$ cat src/rtl/time_field_counter_pkg.sv
// ---------------------------------------------------------------------------
// time_pkg : shared types and BCD helpers for the time field counter.
//
// Contents:
//   bcd_digit_t  - one 4-bit BCD digit
//   bcd_field_t  - two-digit BCD field {tens, ones}
//   FIELD_W      - bit width of one field (8)
//   int_to_bcd   - converts a small integer (0..99) into a BCD field
//   bcd_inc      - increments a field, wrapping the terminal value to 00
//   bcd_dec      - decrements a field, wrapping 00 to the terminal value
//   bcd_clamp    - saturates an illegal or too-large field to the terminal value
// ---------------------------------------------------------------------------
package time_pkg;

  typedef logic [3:0] bcd_digit_t;

  typedef struct packed {
    bcd_digit_t tens;
    bcd_digit_t ones;
  } bcd_field_t;

  localparam int FIELD_W = 8;

  // Builds the BCD form of a decimal constant, used to turn the integer
  // terminal-value parameter into something comparable with a field.
  function automatic bcd_field_t int_to_bcd(input int n);
    bcd_field_t r;
    r.tens = 4'(n / 10);
    r.ones = 4'(n % 10);
    return r;
  endfunction

  // Valid BCD orders the same way as plain binary, so a numeric compare
  // against the terminal value is enough to detect the wrap point.
  function automatic bcd_field_t bcd_inc(input bcd_field_t v, input bcd_field_t maxv);
    bcd_field_t r;
    r = v;
    if (v >= maxv) begin
      r = '0;
    end else if (v.ones == 4'd9) begin
      r.tens = v.tens + 4'd1;
      r.ones = 4'd0;
    end else begin
      r.ones = v.ones + 4'd1;
    end
    return r;
  endfunction

  // Mirror of bcd_inc: 00 wraps up to the terminal value, ones 0 borrows.
  function automatic bcd_field_t bcd_dec(input bcd_field_t v, input bcd_field_t maxv);
    bcd_field_t r;
    r = v;
    if (v == '0) begin
      r = maxv;
    end else if (v.ones == 4'd0) begin
      r.tens = v.tens - 4'd1;
      r.ones = 4'd9;
    end else begin
      r.ones = v.ones - 4'd1;
    end
    return r;
  endfunction

  // A non-decimal nibble or a value beyond the terminal value both land on
  // the terminal value, so a bad load can never leave an illegal field.
  function automatic bcd_field_t bcd_clamp(input bcd_field_t v, input bcd_field_t maxv);
    bcd_field_t r;
    r = v;
    if ((v.tens > 4'd9) || (v.ones > 4'd9) || (v > maxv)) begin
      r = maxv;
    end
    return r;
  endfunction

endpackage

$ cat src/rtl/time_field_counter_if.sv
// ---------------------------------------------------------------------------
// time_field_counter_if : control and display bus of the time field counter.
//
// Signals:
//   tick_run  - one-cycle run-rate enable
//   tick_adj  - one-cycle adjust-rate enable
//   pause     - level, holds the count in run mode
//   adj       - level, 1 selects adjust mode
//   sel       - field to adjust (SEL_W bits)
//   load      - one-cycle parallel load strobe
//   load_val  - BCD load value, field f at [8f+7:8f]
//   dir       - count direction, only present with DOWN_COUNT_EN defined
//   digits    - current BCD value, same packing as load_val
//   rollover  - one-cycle pulse when every field wraps together
//   led       - adjust-mode blink indicator
//
// Modports: master drives the controls (testbench / upstream logic),
//           slave is the counter itself.
// Optional macro: DOWN_COUNT_EN adds the dir signal.
// ---------------------------------------------------------------------------
interface time_field_counter_if #(
  parameter int NUM_FIELDS = 2,
  parameter int SEL_W      = 2
) ();

  logic                    tick_run;
  logic                    tick_adj;
  logic                    pause;
  logic                    adj;
  logic [SEL_W-1:0]        sel;
  logic                    load;
  logic [NUM_FIELDS*8-1:0] load_val;
`ifdef DOWN_COUNT_EN
  logic                    dir;
`endif
  logic [NUM_FIELDS*8-1:0] digits;
  logic                    rollover;
  logic                    led;

`ifdef DOWN_COUNT_EN
  modport master (
    output tick_run, tick_adj, pause, adj, sel, load, load_val, dir,
    input  digits, rollover, led
  );

  modport slave (
    input  tick_run, tick_adj, pause, adj, sel, load, load_val, dir,
    output digits, rollover, led
  );
`else
  modport master (
    output tick_run, tick_adj, pause, adj, sel, load, load_val,
    input  digits, rollover, led
  );

  modport slave (
    input  tick_run, tick_adj, pause, adj, sel, load, load_val,
    output digits, rollover, led
  );
`endif

endinterface

$ cat src/rtl/time_field_counter_bcd_field.sv
// ---------------------------------------------------------------------------
// bcd_field : one two-digit BCD register of the time counter.
//
// Ports:
//   clk     - system clock
//   rst     - synchronous active-high reset, clears the field
//   inc     - step the field up one (terminal value wraps to 00)
//   dec     - step the field down one (00 wraps to terminal value)
//   load    - take ld_val, saturated to the terminal value
//   ld_val  - BCD load value
//   value   - registered field value
//   at_max  - field currently equals the terminal value
//   at_zero - field currently equals 00
// ---------------------------------------------------------------------------
module bcd_field
  import time_pkg::*;
#(
  parameter bcd_field_t MAX_BCD = 8'h59
) (
  input  logic       clk,
  input  logic       rst,
  input  logic       inc,
  input  logic       dec,
  input  logic       load,
  input  bcd_field_t ld_val,
  output bcd_field_t value,
  output logic       at_max,
  output logic       at_zero
);

  bcd_field_t r_value;

  // Field register. Load beats stepping; the top never asks for inc and dec
  // together, but inc is given precedence so the behaviour stays defined.
  always_ff @(posedge clk) begin
    if (rst) begin
      r_value <= '0;
    end else if (load) begin
      r_value <= bcd_clamp(ld_val, MAX_BCD);
    end else if (inc) begin
      r_value <= bcd_inc(r_value, MAX_BCD);
    end else if (dec) begin
      r_value <= bcd_dec(r_value, MAX_BCD);
    end
  end

  assign value   = r_value;
  assign at_max  = (r_value == MAX_BCD);
  assign at_zero = (r_value == '0);

endmodule

$ cat src/rtl/time_field_counter.sv
// ---------------------------------------------------------------------------
// time_field_counter : BCD time counter/adjuster with NUM_FIELDS two-digit
// fields (field 0 least significant), e.g. MM:SS or HH:MM:SS.
//
// Run mode (adj=0) counts on tick_run with carry between fields; adjust mode
// (adj=1) steps only field sel on tick_adj with no carry and blinks led.
// Priority each cycle: rst > load > adj > run.
//
// Ports:
//   clk  - system clock
//   rst  - synchronous active-high reset
//   bus  - time_field_counter_if.slave (ticks, mode, load, digits, rollover, led)
//
// Parameters:
//   NUM_FIELDS - number of two-digit fields
//   FIELD_MAX  - terminal value of every field (1..99)
//   SEL_W      - width of sel, 2**SEL_W >= NUM_FIELDS
//
// Optional macro: DOWN_COUNT_EN adds bus.dir; dir=1 makes run and adjust
// count down with borrow, and all-zero wraps to all-FIELD_MAX with rollover.
// ---------------------------------------------------------------------------
module time_field_counter
  import time_pkg::*;
#(
  parameter int NUM_FIELDS = 2,
  parameter int FIELD_MAX  = 59,
  parameter int SEL_W      = 2
) (
  input  logic                 clk,
  input  logic                 rst,
  time_field_counter_if.slave  bus
);

  localparam bcd_field_t MAX_BCD = int_to_bcd(FIELD_MAX);

  logic [NUM_FIELDS-1:0][FIELD_W-1:0] w_value;
  logic [NUM_FIELDS-1:0]              w_atMax;
  logic [NUM_FIELDS-1:0]              w_atZero;
  logic [NUM_FIELDS-1:0]              w_inc;
  logic [NUM_FIELDS-1:0]              w_dec;
  logic [NUM_FIELDS:0]                w_chainMax;
  logic [NUM_FIELDS:0]                w_chainZero;
  logic                               w_dirDown;
  logic                               w_runStep;
  logic                               w_runUp;
  logic                               w_runDn;
  logic                               w_adjStep;
  logic                               w_adjUp;
  logic                               w_adjDn;
  logic                               r_rollover;
  logic                               r_led;

`ifdef DOWN_COUNT_EN
  assign w_dirDown = bus.dir;
`else
  assign w_dirDown = 1'b0;
`endif

  // Qualified step enables. A load in the same cycle swallows any tick, and
  // only the enable belonging to the current mode is honoured.
  assign w_runStep = ~bus.load & ~bus.adj & bus.tick_run & ~bus.pause;
  assign w_adjStep = ~bus.load &  bus.adj & bus.tick_adj;
  assign w_runUp   = w_runStep & ~w_dirDown;
  assign w_runDn   = w_runStep &  w_dirDown;
  assign w_adjUp   = w_adjStep & ~w_dirDown;
  assign w_adjDn   = w_adjStep &  w_dirDown;

  // Carry/borrow chain: entry f is true when every field below f sits at the
  // wrap point, so field f steps together with all lower fields wrapping.
  // The final entry means the whole counter wraps, which drives rollover.
  // A sel value beyond the last field simply matches no field.
  always_comb begin
    w_chainMax    = '0;
    w_chainZero   = '0;
    w_inc         = '0;
    w_dec         = '0;
    w_chainMax[0]  = 1'b1;
    w_chainZero[0] = 1'b1;
    for (int f = 0; f < NUM_FIELDS; f++) begin
      w_chainMax[f+1]  = w_chainMax[f]  & w_atMax[f];
      w_chainZero[f+1] = w_chainZero[f] & w_atZero[f];
      w_inc[f] = (w_runUp & w_chainMax[f]) |
                 (w_adjUp & (bus.sel == SEL_W'(f)));
      w_dec[f] = (w_runDn & w_chainZero[f]) |
                 (w_adjDn & (bus.sel == SEL_W'(f)));
    end
  end

  genvar g;
  generate
    for (g = 0; g < NUM_FIELDS; g++) begin : g_field
      bcd_field #(
        .MAX_BCD (MAX_BCD)
      ) u_field (
        .clk     (clk),
        .rst     (rst),
        .inc     (w_inc[g]),
        .dec     (w_dec[g]),
        .load    (bus.load),
        .ld_val  (bus.load_val[g*FIELD_W +: FIELD_W]),
        .value   (w_value[g]),
        .at_max  (w_atMax[g]),
        .at_zero (w_atZero[g])
      );
    end
  endgenerate

  // Rollover pulses for the single run step that wraps every field at once;
  // it is recomputed each cycle so it can never stretch past one clock.
  always_ff @(posedge clk) begin
    if (rst) begin
      r_rollover <= 1'b0;
    end else begin
      r_rollover <= (w_runUp & w_chainMax[NUM_FIELDS]) |
                    (w_runDn & w_chainZero[NUM_FIELDS]);
    end
  end

  // Blink indicator: toggles on each accepted adjust tick and is cleared on
  // the first edge that sees run mode, so it never lingers after adjusting.
  always_ff @(posedge clk) begin
    if (rst) begin
      r_led <= 1'b0;
    end else if (~bus.adj) begin
      r_led <= 1'b0;
    end else if (w_adjStep) begin
      r_led <= ~r_led;
    end
  end

  assign bus.digits   = w_value;
  assign bus.rollover = r_rollover;
  assign bus.led      = r_led;

endmodule

$ cat src/flat_wrapper.sv
// flat-port wrapper written by rule: the top's interface ports become plain ports
module time_field_counter_flat import time_pkg::*;
#(
  parameter int NUM_FIELDS = 2,
  parameter int FIELD_MAX  = 59,
  parameter int SEL_W      = 2
)
  (clk, rst, bus_tick_run, bus_tick_adj, bus_pause, bus_adj, bus_sel, bus_load, bus_load_val, bus_digits, bus_rollover, bus_led);
  time_field_counter_if #(.NUM_FIELDS(NUM_FIELDS), .SEL_W(SEL_W)) bus_i ();
  input  logic clk;
  input  logic rst;
  input wire logic [$bits(bus_i.tick_run)-1:0] bus_tick_run;
  input wire logic [$bits(bus_i.tick_adj)-1:0] bus_tick_adj;
  input wire logic [$bits(bus_i.pause)-1:0] bus_pause;
  input wire logic [$bits(bus_i.adj)-1:0] bus_adj;
  input wire logic [$bits(bus_i.sel)-1:0] bus_sel;
  input wire logic [$bits(bus_i.load)-1:0] bus_load;
  input wire logic [$bits(bus_i.load_val)-1:0] bus_load_val;
  output wire logic [$bits(bus_i.digits)-1:0] bus_digits;
  output wire logic [$bits(bus_i.rollover)-1:0] bus_rollover;
  output wire logic [$bits(bus_i.led)-1:0] bus_led;
  assign bus_i.tick_run = bus_tick_run;
  assign bus_i.tick_adj = bus_tick_adj;
  assign bus_i.pause = bus_pause;
  assign bus_i.adj = bus_adj;
  assign bus_i.sel = bus_sel;
  assign bus_i.load = bus_load;
  assign bus_i.load_val = bus_load_val;
  assign bus_digits = bus_i.digits;
  assign bus_rollover = bus_i.rollover;
  assign bus_led = bus_i.led;
  time_field_counter #(.NUM_FIELDS(NUM_FIELDS), .FIELD_MAX(FIELD_MAX), .SEL_W(SEL_W)) u_core (.clk(clk), .rst(rst), .bus(bus_i));
endmodule
$ cat config.mk
export PLATFORM = sky130hd
export DESIGN_NAME = time_field_counter_flat
export DESIGN_NICKNAME = d
export VERILOG_FILES = /design/src/rtl/time_field_counter_pkg.sv /design/src/rtl/time_field_counter_if.sv /design/src/rtl/time_field_counter_bcd_field.sv /design/src/rtl/time_field_counter.sv /design/src/flat_wrapper.sv
export SDC_FILE = /design/constraint.sdc
export NUM_CORES = 1
export LEC_CHECK = 0
export CAP_MARGIN = 5
export CORE_ASPECT_RATIO = 0.9
export CORE_UTILIZATION = 58
export DETAILED_ROUTE_END_ITERATION = 16
export DONT_BUFFER_PORTS = 1
export MAX_ROUTING_LAYER = met4
export PLACE_DENSITY = 0.74
export SYNTH_ARGS = -nofsm -noshare
export SYNTH_HDL_FRONTEND = slang
export SYNTH_HIERARCHICAL = 1
export SYNTH_SLANG_ARGS = --single-unit
$ cat constraint.sdc
create_clock -name clk -period 2.7 [get_ports clk]
set_clock_uncertainty 0.05 [all_clocks]
set_input_delay 0.54 -clock clk [delete_from_list [all_inputs] [get_ports clk]]
set_output_delay 0.54 -clock clk [all_outputs]
set_load 0.005 [all_outputs]
* Word level (Yosys, flattened, before mapping)
Cells that the tools add are included.
** Storage, ports and cells
- Register bits after elaboration :: 18
- Input port bits :: 25
- Output and inout bits :: 18
- Word-level logic and storage cells :: 63
** Operators by class
- Add/sub/neg operators :: 4
- Magnitude comparators :: 8
- Equality and inequality tests :: 5
- Mux-type cells :: 12
- Bitwise logic cells :: 16
- Reduce and logical (&&, ||, !) cells :: 12
** Operators by type and width (count)
- $mux 8 :: 8
- $add 4x1->4 const B :: 4
- $eq 8x7->1 const B :: 2
- $ge 8x7->1 const B :: 2
- $gt 4x4->1 const B :: 4
- $gt 8x7->1 const B :: 2
- $mux 4 :: 4
- $and 1x1->1 :: 10
- $eq 4x4->1 const B :: 2
- $reduce_bool 3->1 :: 2
- $logic_or 1x1->1 :: 4
- $not 1->1 :: 4
- $reduce_and 2->1 :: 2
- $reduce_bool 2->1 :: 2
- $eq 2x1->1 const B :: 1
- $logic_not 2->1 :: 1
- $or 1x1->1 :: 2
- $reduce_or 2->1 :: 1

* Longest topological paths before layout
- Word-level depth :: 8
- Mapped depth :: 11
- Depth with buffers taken out :: 10

* By module
The synthesis kept the hierarchy.
** Modules (own cells, without submodules)
- bcd_field :: instances 2, cells an instance 107, area each 880.8 um^2, seq. area each 160.2 um^2
- time_field_counter :: instances 1, cells an instance 14, area each 133.9 um^2, seq. area each 40.0 um^2

* Worst setup path before layout
OpenSTA, ideal clock, no wires.
- Path type :: flip-flop to flip-flop
- Start point :: register u_core.g_field[0].u_field.r_value (netlist bit u_core/g_field[0].u_field/value[2])
- End point :: register u_core.g_field[1].u_field.r_value (netlist bit u_core/g_field[1].u_field/value[0])
- Library setup time :: 0.065 ns
- Arrival :: 2.040 ns
- Data required time :: 2.585 ns
- Path slack :: 0.545 ns
- Cell stages (with the launch flop) :: 12
- Buffers on the path :: 2
- Clock period less this slack :: 2.155 ns
- Cell sequence :: dfxtp_1 -> buf_6 -> nor2_1 -> nand3_1 -> nor2_1 -> nand3b_1 -> o21ai_0 -> clkbuf_1 -> nor3_1 -> a2111oi_0 -> a221oi_1 -> nor2_1
** On the way
- Cells in the longest elaborated chain, start to end :: 4
** Ends and longest elaborated chain
- start: declaration :: line time_field_counter_bcd_field.sv:31 : bcd_field_t r_value;
- start signal: assignment :: line time_field_counter_bcd_field.sv:39 : r_value <= bcd_clamp(ld_val, MAX_BCD);
- start signal: assignment :: line time_field_counter_bcd_field.sv:41 : r_value <= bcd_inc(r_value, MAX_BCD);
- start signal: assignment :: line time_field_counter_bcd_field.sv:43 : r_value <= bcd_dec(r_value, MAX_BCD);
- $eq 8x7->1 :: line time_field_counter_bcd_field.sv:48 : assign at_max = (r_value == MAX_BCD);
- via u_core.w_atMax[0] :: line time_field_counter.sv:37 : logic [NUM_FIELDS-1:0] w_atMax;
- $and 1x1->1 :: line time_field_counter.sv:82 : w_inc[f] = (w_runUp & w_chainMax[f]) |
- $or 1x1->1 :: line time_field_counter.sv:82
- via u_core.w_inc[1] :: line time_field_counter.sv:39 : logic [NUM_FIELDS-1:0] w_inc;
- $reduce_bool 2->1 (no source line)
- end signal: assignment :: line time_field_counter_bcd_field.sv:39
- end signal: assignment :: line time_field_counter_bcd_field.sv:41
- end signal: assignment :: line time_field_counter_bcd_field.sv:43
- end: declaration :: line time_field_counter_bcd_field.sv:31
The timed path passes the listed nets, and every way through them passes these cells.
A chain may end at the register's enable or synchronous reset.

* Worst setup path in the final report
- Start point :: register u_core.g_field[0].u_field.r_value (netlist bit u_core/g_field[0].u_field/value[4])
- End point :: register u_core.g_field[1].u_field.r_value (netlist bit u_core/g_field[1].u_field/value[2])
Same word-level chain as after synthesis.

==> impl_metrics.tcl <==
set metrics [dict create \
    hold_buffers 0 \
    track_usage 0.2832 \
    via_per_inst 6.515 \
    rr_endpoint "u_core/g_field[1].u_field/value[2]$_SDFFE_PP0P_" \
    fill_cells 292 \
    period_share 0.8454 \
    synth_top_area_frac 0.1901 \
    synth_xor_area_frac 0.03234 \
    clkSinkCount 18 \
    drive_above_1_share 0.1466 \
    synth_top_area_cell "dfxtp_1" \
    dp_hpwl_um 3453 \
    core_sq_mm 0.003090 \
    synth_warnings 6 \
    switchingPower_uw 319.5 \
    io_pins 43 \
    worst_slack_ns 0.4173 \
    critPathBufInv 1 \
    wirelength_um 4696 \
    htree_levels 1 \
    cp_slowest_stage_delay_ns 0.48 \
    cts_tree "yes" \
    cts_setup_buffers 0 \
    synth_ff_type "dfxtp_1" \
    yosysMostFrequentCell "nor2_1" \
    clkPwrFrac 0.212 \
    synth_area_sq_mm 0.001896 \
    cts-resized-gates 0 \
    cp.arrival_ns 2.47 \
    worstRegToRegCells 10 \
    cp-startpoint "u_core/g_field[0].u_field/value[4]$_SDFFE_PP0P_" \
    initial_core_util 0.6134 \
    rows 19 \
    first_global_vias 1628 \
    p_sw_frac 0.3871 \
    async_flop_share 0 \
    status "finished clean" \
    start_kind "register" \
    max-slew-margin-rel 0.5994 \
    rr_startpoint "u_core/g_field[0].u_field/value[4]$_SDFFE_PP0P_" \
    fmax_mhz 438.1 \
    ir_drop_uv 334.4 \
    path_clk_slew_ns 0.11 \
    fin_crit_ns 2.283 \
    synth_edf_count 0 \
    yosys-top-cells-area "dfxtp_1 (19%), nor2_1 (5.3%), ha_1 (5.3%)" \
    slew_viol_final 0 \
    path_class "reg -> reg" \
    ff2ff_setup_slack_ns 0.42 \
    first_iter_violations 221 \
    dieArea_sq_mm 0.003501 \
    synth_top_family_by_area "compound AO/OA/AOI/OAI gates" \
    grt_max_degree 35 \
    stdcell_area_sq_mm 0.001926 \
    ys_types 52 \
    clkLatencyLatePin_ns 0.30 \
    synthCells 228 \
    drv_cap 0 \
    numCtsBuffers 3 \
    die_y_um 56.24 \
    synth_seq_cells 18 \
    place_area_sq_mm 0.001889 \
    worst_pin_slew_ns 0.6001 \
    dieWidth_um 62.26 \
    netlist_top_cells_count "nor2_1 (27), dfxtp_1 (18), nand3_1 (14), inv_1 (12), o21ai_0 (11)" \
    firstDrtPassIters 4 \
    pwr-share-comb 0.371 \
    critical_path.cell_chain "ha_1 > nand3b_4 > nor2_1 > nand3b_1 > o21ai_0 > buf_4 > or3_1 > nor2_1 > a211o_1 > a31oi_1" \
    crit_end "u_core/g_field[1].u_field/value[2]$_SDFFE_PP0P_" \
    critPathMaxFanout 12 \
    tns_ns 0 \
    syn_to_final_growth_pct 1.584 \
    yosysSeqAreaShare 0.1901 \
    avgSynthCellArea_sq_um 8.314 \
    antenna_found_initial 0 \
    antenna_cells 0 \
    nets 266 \
    crit_cells 10 \
    cp-end-kind "register" \
    setup_viol 0 \
    synthAdderAreaFrac 0.05281 \
    synth_compound_area_frac 0.3327 \
    p_leak_uw 0.0007671 \
    gr-total-overflow 0 \
    powerDensity_mw_per_mm2 428.6 \
    grt_pass1_wl_um 7652 \
    hold_path.class "in -> reg" \
    wire_per_inst_um 17.14 \
    vias 1785 \
    crit_required_ns 2.88 \
    crit_family "simple AND/OR/NAND/NOR gates" \
    clock_path_buffers 2 \
    synthSimpleGateAreaFrac 0.2898 \
    path_common_cell "nor2_1" \
    rsz0062_at_grt "no" \
    finalHoldViolCount 0 \
    globalplace.congestion 0.9438 \
    synthMuxAreaShare 0 \
    ant_nets 0 \
    internal_power_uw 505.9 \
    crit_slowest_cell "dfxtp_1" \
    dpl_worst_slack_ns 0.4833 \
    io_buffers 0 \
    drc_errors 0 \
    sequentialPowerShare 0.417 \
    cts_root_buffer "clkbuf_4" \
]
-- how the worst min path moves through the flow --
stage	cells after the start	endpoint	startpoint	slack (ns)
final	1	u_core/g_field[1].u_field/value[5]$_SDFFE_PP0P_	rst	0.24
after global routing	1	u_core/g_field[1].u_field/value[5]$_SDFFE_PP0P_	rst	0.22
after CTS	1	u_core/g_field[0].u_field/value[5]$_SDFFE_PP0P_	rst	0.23
after detailed placement	4	u_core/bus.rollover$_SDFF_PP0_	u_core/g_field[0].u_field/value[0]$_SDFFE_PP0P_	0.54
after global placement	2	u_core/bus.led$_SDFFE_PP0P_	u_core/bus.led$_SDFFE_PP0P_	0.53
after floorplan	2	u_core/bus.led$_SDFFE_PP0P_	u_core/bus.led$_SDFFE_PP0P_	0.51
-- worst register-to-register path, delay by kind of cell, from the launching register on --
kind | cells | cell delay (ns)
and+or+nand+nor | 5 | 0.63
AOI/OAI and AO/OA | 3 | 0.57
DFF | 1 | 0.48
adders and majority gates | 1 | 0.24
buffers and inverters | 1 | 0.23
-- cells in the final DEF, fill, tap and decap left out, drive strengths merged, types with 4 or more instances in the layout --
master  instances
nand2           4
nor4            4
clkbuf          4
a22oi           6
nor3b           4
a21oi          11
or2             4
nor3            8
a211oi          4
o21ai          19
inv            12
conb           10
nand3          16
xor2            4
nand3b          7
nor2b           5
buf             7
dfxtp          18
a31oi           8
o211ai          4
nor2           27
a311oi          4
ha              8
-- power groups by stage --
stage | Combinational [uW] | Clock (uW) | Sequential (uW)
floorplan | 288 | 0 | 326
global placement | 289 | 0 | 347
detailed placement | 299 | 0 | 350
CTS | 300 | 177 | 344
global route | 333 | 187 | 350
finish | 306 | 175 | 344
-- final cells by class --
class                   instances  area, sq um  share of cell area
flip-flops and latches         18        360.3              0.1871
well taps                      42        52.55             0.02729
clock buffers                   4        36.28             0.01884
repair buffers                  7        52.55             0.02729
multi-input cells             191         1379              0.7160
inverters                      12        45.04             0.02339
-- logic make-up (layout without fill, tap and decap cells) --
logic type / after synthesis / after routing
and+or+nand+nor: 88 / 88
AOI/OAI and AO/OA: 78 / 78
buffers and inverters: 28 / 23
DFF: 18 / 18
adders and majority gates: 8 / 8
xor gates and xnor gates: 7 / 7
other: 1 / 10
-- sequential cells by signal, summed over array words and instances, names as in the netlist --
name	flops
u_core/g_field.u_field/value	16
u_core/bus.rollover	1
u_core/bus.led	1
-- per-stage QoR --
step	cells	utilization	hold WS [ns]	total power, uW
2_1_floorplan	237	-	0.5108	614.1
3_3_place_gp	270	0.6113	0.5314	636.1
3_5_place_dp	270	0.6113	0.5408	648.8
4_1_cts	274	0.6231	0.2273	820.7
5_1_grt	274	0.6231	0.2198	869.6
6_report	274	0.6231	0.2365	825.4
-- metal layers --
layer  GRT usage  vias up  share of wire
li1            -      857              -
met1      0.3874      838           0.44
met2      0.4223       88           0.46
met3     0.07582        2          0.095
met4     0.04983        0         0.0040
met5           -        -              0
Note: power is estimated with default switching activity, not from simulation.
